### src/rtl/polar_ubit_collector.sv
// polar_ubit_collector: receives decoded bit pairs from the 2-bit leaf decoder.
// It returns registered partial sums (beta) to the upstream g-function stage.
// It also packs the information (non-frozen) bits, in decode order, into a
// K_MAX-wide result register. A one-cycle done pulse fires when k bits are collected.
module polar_ubit_collector #(
  parameter int K_MAX = 140,
  parameter int CNT_W = 8
) (
  input  logic             clk,
  input  logic             rst_n,
  input  logic             start,
  input  logic [CNT_W-1:0] k_in,
  input  logic             pair_valid,
  input  logic             u1,
  input  logic             u2,
  input  logic             frozen_1,
  input  logic             frozen_2,
  output logic             beta_valid,
  output logic             beta_0,
  output logic             beta_1,
  output logic             busy,
  output logic [K_MAX-1:0] dec_bits,
  output logic             dec_valid,
  output logic             overflow
);

  typedef enum logic [1:0] {
    S_IDLE,
    S_COLLECT,
    S_DONE
  } state_t;

  state_t           state_q, state_d;
  logic [CNT_W-1:0] wr_ptr_q, wr_ptr_d;
  logic [CNT_W-1:0] k_reg_q, k_reg_d;
  logic [K_MAX-1:0] dec_bits_q, dec_bits_d;
  logic             overflow_q, overflow_d;
  logic             dec_valid_q, dec_valid_d;
  logic             busy_q, busy_d;
  logic             beta_valid_q, beta_valid_d;
  logic             beta_0_q, beta_0_d;
  logic             beta_1_q, beta_1_d;
  logic [CNT_W-1:0] k_clamped;

  // Requested k is limited to the width of the result register
  assign k_clamped = (k_in > CNT_W'(K_MAX)) ? CNT_W'(K_MAX) : k_in;

  // Register stage: every output comes straight from a flop
  always_ff @(posedge clk or negedge rst_n) begin
    if (!rst_n) begin
      state_q      <= S_IDLE;
      wr_ptr_q     <= '0;
      k_reg_q      <= '0;
      dec_bits_q   <= '0;
      overflow_q   <= 1'b0;
      dec_valid_q  <= 1'b0;
      busy_q       <= 1'b0;
      beta_valid_q <= 1'b0;
      beta_0_q     <= 1'b0;
      beta_1_q     <= 1'b0;
    end else begin
      state_q      <= state_d;
      wr_ptr_q     <= wr_ptr_d;
      k_reg_q      <= k_reg_d;
      dec_bits_q   <= dec_bits_d;
      overflow_q   <= overflow_d;
      dec_valid_q  <= dec_valid_d;
      busy_q       <= busy_d;
      beta_valid_q <= beta_valid_d;
      beta_0_q     <= beta_0_d;
      beta_1_q     <= beta_1_d;
    end
  end

  // Next-state and datapath: start has priority over pairs; u1 is processed before u2
  always_comb begin
    state_d      = state_q;
    wr_ptr_d     = wr_ptr_q;
    k_reg_d      = k_reg_q;
    dec_bits_d   = dec_bits_q;
    overflow_d   = overflow_q;
    dec_valid_d  = 1'b0;
    beta_valid_d = 1'b0;
    beta_0_d     = 1'b0;
    beta_1_d     = 1'b0;

    if (start) begin
      state_d     = (k_clamped == '0) ? S_DONE : S_COLLECT;
      wr_ptr_d    = '0;
      dec_bits_d  = '0;
      overflow_d  = 1'b0;
      k_reg_d     = k_clamped;
      dec_valid_d = (k_clamped == '0);
    end else if (pair_valid && (state_q != S_IDLE)) begin
      beta_valid_d = 1'b1;
      beta_0_d     = u1 ^ u2;
      beta_1_d     = u2;
      if (state_q == S_COLLECT) begin
        if (!frozen_1) begin
          if (wr_ptr_d < k_reg_q) begin
            dec_bits_d = dec_bits_d | ({{(K_MAX-1){1'b0}}, u1} << wr_ptr_d);
            wr_ptr_d   = wr_ptr_d + CNT_W'(1);
          end else begin
            overflow_d = 1'b1;
          end
        end
        if (!frozen_2) begin
          if (wr_ptr_d < k_reg_q) begin
            dec_bits_d = dec_bits_d | ({{(K_MAX-1){1'b0}}, u2} << wr_ptr_d);
            wr_ptr_d   = wr_ptr_d + CNT_W'(1);
          end else begin
            overflow_d = 1'b1;
          end
        end
        if (wr_ptr_d == k_reg_q) begin
          state_d     = S_DONE;
          dec_valid_d = 1'b1;
        end
      end else if (!frozen_1 || !frozen_2) begin
        overflow_d = 1'b1;
      end
    end

    busy_d = (state_d == S_COLLECT);
  end

  assign beta_valid = beta_valid_q;
  assign beta_0     = beta_0_q;
  assign beta_1     = beta_1_q;
  assign busy       = busy_q;
  assign dec_bits   = dec_bits_q;
  assign dec_valid  = dec_valid_q;
  assign overflow   = overflow_q;

endmodule
### config.mk
export PLATFORM = sky130hd
export DESIGN_NAME = polar_ubit_collector
export DESIGN_NICKNAME = d
export VERILOG_FILES = /design/src/rtl/polar_ubit_collector.sv
export SDC_FILE = /design/constraint.sdc
export NUM_CORES = 1
export LEC_CHECK = 0
export ABC_AREA = 1
export BUFFER_PORTS_ARGS = -buffer_cell sky130_fd_sc_hd__buf_2
export CAP_MARGIN = 40
export CORE_ASPECT_RATIO = 1.75
export CORE_MARGIN = 2
export CORE_UTILIZATION = 57
export CTS_CLUSTER_SIZE = 14
export DETAILED_ROUTE_END_ITERATION = 8
export GPL_ROUTABILITY_DRIVEN = 0
export PLACE_DENSITY = 0.89
export SYNTH_ARGS = -nofsm -noshare
export SYNTH_HDL_FRONTEND = slang
export SYNTH_SLANG_ARGS = --single-unit
### constraint.sdc
create_clock -name clk -period 5.55 [get_ports clk]
set_clock_uncertainty 0.15 [all_clocks]
set_input_delay 1.11 -clock clk [delete_from_list [all_inputs] [get_ports clk]]
set_output_delay 1.11 -clock clk [all_outputs]
set_load 0.05 [all_outputs]
# After elaboration in Yosys (flattened, before gate mapping)
# Index checks and enable logic that the tools add are counted.
# W data, S select, Z words.
[totals] latch_bits=0 input_bits=16 memories=0 ram_bits=0 output_inout_bits=146 elab_cells=81 reg_bits=164 romBits=0
[op_classes] n_eq_ne=3 shifts=2 multipliers=0 n_mux=47 addsub=2 bitwise_logic=3 magnitude_cmp=3 div_mod_pow=0 reduce_logical=11
[op_table] cell="$mux W140" count=10
[op_table] cell="$or A140 B140 Y140" count=2
[op_table] cell="$shl A1 B8 Y140" count=2
[op_table] cell="$mux W8" count=14
[op_table] cell="$mux W1" count=18
[op_table] cell="$add A8 B1 Y8 const B" count=2
[op_table] cell="$lt A8 B8 Y1" count=2
[op_table] cell="$mux W2" count=5
[op_table] cell="$eq A8 B8 Y1" count=1
[op_table] cell="$gt A8 B8 Y1 const B" count=1
[op_table] cell="$logic_not A8 Y1" count=1
[op_table] cell="$reduce_bool A2 Y1" count=3
[op_table] cell="$eq A2 B1 Y1 const B" count=2
[op_table] cell="$reduce_and A2 Y1" count=2
[op_table] cell="$reduce_bool A3 Y1" count=1
[op_table] cell="$logic_not A1 Y1" count=2
[op_table] cell="$logic_and A1 B1 Y1" count=1
[op_table] cell="$logic_or A1 B1 Y1" count=1
[op_table] cell="$xor A1 B1 Y1" count=1

# Logic depth before layout (Yosys ltp)
[logic_depth] depth_word=18 mapped_depth=32 mapped_depth_nobuf=31

# Least setup slack after synthesis
# No wires, ideal clock.
[synth_timing] kind="input port to flip-flop" start="input port frozen_1" end="register state_q[0]" path_stages=22 setup_time_ns=0.132 arrival_ns=4.236 required_time_ns=5.268 setup_slack_ns=1.032 n_path_buf=2 cell_sequence="inv_1 -> nand3_2 -> inv_2 -> nand3_1 -> nand2_1 -> clkinv_1 -> buf_1 -> ha_1 -> a21o_1 -> a221oi_1 -> clkbuf_1 -> inv_1 -> a21oi_1 -> nand4_1 -> nand3_1 -> nand2_1 -> inv_1 -> nand2_1 -> nor2_2 -> nand2_1 -> a21oi_2 -> nor2_1"
[synth_between] elab_chain_len=15 word_cells_on_any_way=16 classes_between="add/sub (1); order compare (1); eq/ne (1); mux (13)"
[synth_lines] item="start: declaration" line_no="16" rtl="input logic frozen_1,"
[synth_lines] item="$mux W8 (*)" line_no="99" rtl="if (!frozen_1) begin"
[synth_lines] item="$mux W8 (*)" line_no="98" rtl="if (state_q == S_COLLECT) begin"
[synth_lines] item="$mux W8 (*)" line_no="94" rtl="end else if (pair_valid && (state_q != S_IDLE)) begin"
[synth_lines] item="$mux W8 (*)" line_no="87" rtl="if (start) begin"
[synth_lines] item="$add A8 B1 Y8 or $lt A8 B8 Y1 (tied branches)" line_no="110, 108"
[synth_lines] item="$mux W8" line_no="108" rtl="if (wr_ptr_d < k_reg_q) begin"
[synth_lines] item="$mux W8 (*)" line_no="107" rtl="if (!frozen_2) begin"
[synth_lines] item="$mux W8 (*)" line_no="98"
[synth_lines] item="$mux W8 (*)" line_no="94"
[synth_lines] item="$mux W8 (*)" line_no="87"
[synth_lines] item="$eq A8 B8 Y1 (*)" line_no="115" rtl="if (wr_ptr_d == k_reg_q) begin"
[synth_lines] item="$mux W2 (*)" line_no="115"
[synth_lines] item="$mux W2 (*)" line_no="98"
[synth_lines] item="$mux W2 (*)" line_no="94"
[synth_lines] item="$mux W2 (*)" line_no="87"
[synth_lines] item="named net state_d[0]" line_no="33" rtl="state_t state_q, state_d;"
[synth_lines] item="end signal: assignment" line_no="62" rtl="state_q <= state_d;"
[synth_lines] item="end: declaration" line_no="33"
# Mark *: on every way through the listed nets, which the timed path passes. The rest lies on a longest branch. The select of a mux whose other input is x is not followed.
# A chain may end at the register's enable or synchronous reset.

# Worst setup path in the final report
[layout_timing] start="register k_reg_q[7]" end="register state_q[0]"
[layout_between] elab_chain_len=17 word_cells_on_any_way=18 classes_between="add/sub (1); order compare (2); eq/ne (1); mux (14)"
[layout_lines] item="start: declaration" line_no="35" rtl="logic [CNT_W-1:0] k_reg_q, k_reg_d;"
[layout_lines] item="start signal: assignment" line_no="64" rtl="k_reg_q <= k_reg_d;"
[layout_lines] item="$lt A8 B8 Y1" line_no="100" rtl="if (wr_ptr_d < k_reg_q) begin"
[layout_lines] item="$mux W8" line_no="100"
[layout_lines] item="$mux W8" line_no="99"
[layout_lines] item="$mux W8" line_no="98"
[layout_lines] item="$mux W8" line_no="94"
[layout_lines] item="$mux W8" line_no="87"
[layout_lines] item="$add A8 B1 Y8 or $lt A8 B8 Y1 (tied branches)" line_no="110, 108"
[layout_lines] item="$mux W8" line_no="108"
[layout_lines] item="[2 not listed]"
[layout_lines] item="$mux W8" line_no="94"
[layout_lines] item="$mux W8" line_no="87"
[layout_lines] item="$eq A8 B8 Y1 (*)" line_no="115"
[layout_lines] item="$mux W2 (*)" line_no="115"
[layout_lines] item="$mux W2 (*)" line_no="98"
[layout_lines] item="$mux W2 (*)" line_no="94"
[layout_lines] item="$mux W2 (*)" line_no="87"
[layout_lines] item="named net state_d[0]" line_no="33"
# Marks and branches as above.

==> run metrics <==
row count=62; Post-Place Worst Slack=0.8305 ns; Gate Count Post-Synth=1280; global-route wire length before repair=55570 um; Avg Inst Size Synth=7.494 um2; FF/Latch Area=4104 um2; CTS tree=done; post-CTS setup buffer count=0; relative slew slack=35.51%; Netlist Area Pre-Place=9592 um2; Final Cell Area=11200 um2; Yosys top cell area share=42.79%; Final ANT Viol Nets=0; f_max=0.2103 GHz; via count=10930; CP Max Fanout=14; largest cells by area after synthesis=dfrtp_1, nand2_1, nor2_1; sequential area share after synthesis=42.79%; largest net degree at the start of global routing=73; n_diodes=0; Leakage=5.329 nW; Top FF cell, synth=dfrtp_1; CTS sink cnt=164; CP delay by family, top=simple AND/OR/NAND/NOR gates; status=finished clean; fill cell count=1393; I/O pins=162; Syn Nets=1312; multi-input logic area=4693 um2; Startpoint Class=flop; Post-DP Area=10570 um2; critical path class=reg2reg; YS warnings=0; Yosys cell types=42; Clk Latency, worst-skew pair=0.44 ns; layout cell share with drive strength beyond 1=18.56%; gr usage total=40.51%; Worst Tran Pin Value=0.9639 ns; Detail Placement HPWL=23640 um; clock buffer depth=2; Die Y-Extent=175.6 um; number of global-route vias before repair=10350; number of flops mapped to enable cells by yosys=0; wire length per cell=21.64 um; CP max stage cell=a221oi_1; peak supply drop=180.7 uV; clock slew at reported path FFs=0.07 ns; period utilization=85.70%; drc violations=0; Total Power=2.969 mW; worst hold path class=reg2reg; Total Routed Length=35510 um; TritonCTS buffer count=17; final core occ=68.12%; Detailed Routing Iterations Pass 1=8; Worst Setup Slack, final=0.7938 ns; most frequent cell after synthesis=nand2_1; number of synthesized register bits=164; # hold bufs at CTS=0; unrepaired setup endpoints after global routing=no; area grow syn2layout=16.80%; Die Wd=102.1 um; violation count after the first detailed-route iteration=1842; CP bufs+invs=4; setup violators final=0; detailed-route vias per instance=6.659; PortBufs=161; max-cap violation count=0; Crit. End Element=flop; Worst EP required=5.71 ns; Largest stage delay, worst path=0.47 ns; DIE AREA=17920 um2; final slew viol count=0; gr ovfl total=0; top cells by count, synth=nand2_1, nor2_1, dfrtp_1, o21ai_0, inv_1; clock root buffer=clkbuf_16; CTS resizes=0; Placeable Area=16450 um2; H-tree depth=4; Async SR Flop Fraction=100.0%; Arr. time, crit path=4.91 ns; Pwr Density=265.0 nW/um2; Final Critical Period=4.756 ns; Initial Util=58.32%; Final Hold Viols=0; area leader, netlist=dfrtp_1; most used cell, CP=nand2_1; Total Neg Setup Slack=0 ns; nets=1436; initial antenna violation count=0
## worst reg2reg max path, stage by stage, from the launching register on
cell and delay, ns:
dfrtp_1 0.38, inv_1 0.15, ha_1 0.28, a21oi_1 0.16, o21a_1 0.33, nand2_4 0.11, inv_2 0.13, nand2_1 0.08
nand2_1 0.06, nand2_1 0.05, nand2_2 0.27, inv_2 0.20, ha_1 0.23, a21o_1 0.16, a221oi_1 0.47, nand3_4 0.27
inv_2 0.27, nand3_1 0.15, nand2_1 0.16, nand2_1 0.08, nand2_1 0.06, nand2_1 0.06, nor2_2 0.10, nand2_1 0.08
a21oi_2 0.14, nor2_1 0.06
## report_power, final
part | internal (mW) | switching [mW]
Clock | 0.704 | 0.551
Sequential | 1.21 | 0.0146
Combinational | 0.107 | 0.384
## kinds of logic after synthesis
kind of cell / after synthesis / share of synthesized area [%]
flip-flops: 164 / 42.79
AND/OR/NAND/NOR: 547 / 25.10
buffers and inverters: 205 / 8.362
AO/OA/AOI/OAI: 345 / 21.32
XOR/XNOR: 3 / 0.3523
adder cells (fa/ha/maj): 16 / 2.087
## sequential cells by signal (all words and copies together), names as in the netlist
register and count:
k_reg_q 8, busy 1, overflow 1, beta_valid 1, dec_valid 1, wr_ptr_q 8, dec_bits 140, beta_0 1
beta_1 1, state_q 2
## worst paths after layout
check | start | endpoint | slack (ns) | cells past startpoint
min in group asynchronous | rst_n | dec_bits[51] | 0.49 | 1
setup reg to reg | k_reg_q[7] | state_q[0] | 0.79 | 25
hold reg to reg | dec_bits[66] | dec_bits[66] | 0.33 | 2
setup / recovery | k_reg_q[7] | state_q[0] | 0.79 | 25
max in group asynchronous | rst_n | dec_bits[97] | 3.62 | 2
hold / removal | dec_bits[66] | dec_bits[66] | 0.33 | 2
## placed cells by master (no fill, tap or decap), types with 16 or more instances in the layout
| cell | count |
|---|---|
| ha_1 | 16 |
| clkbuf_16 | 17 |
| o21ai_0 | 126 |
| nand4_1 | 37 |
| a22oi_1 | 33 |
| buf_4 | 22 |
| nor3_1 | 34 |
| nand3_1 | 65 |
| o22ai_1 | 44 |
| nand2_1 | 205 |
| inv_1 | 106 |
| buf_2 | 166 |
| nor2_1 | 173 |
| a21oi_1 | 85 |
| dfrtp_1 | 164 |
## stage by stage
| stage | hold WS (ns) | std cells |
|---|---|---|
| after floorplan | 0.3251 | 1280 |
| after global placement | 0.3126 | 1601 |
| after detailed placement | 0.3181 | 1605 |
| after CTS | 0.3339 | 1637 |
| after global routing | 0.3523 | 1641 |
| final | 0.3288 | 1641 |
## layout make-up
cell class | instances | area share (%)
tap | 224 | 2.502
clock inverter | 13 | 1.452
inverter | 118 | 3.954
timing repair buffer | 192 | 9.526
clock buffer | 19 | 4.043
sequential | 164 | 36.63
multi-input combinational | 911 | 41.89
## layer usage
layer  vias to the layer above  wire length, um  GRT usage, %
li1                       4653                -             -
met4                         0             3426         27.89
met3                       301             4647         12.02
met5                         -                0             0
met1                      5017            11820         50.83
met2                       957            15620         59.38
Power figures use the tool's default switching activity.
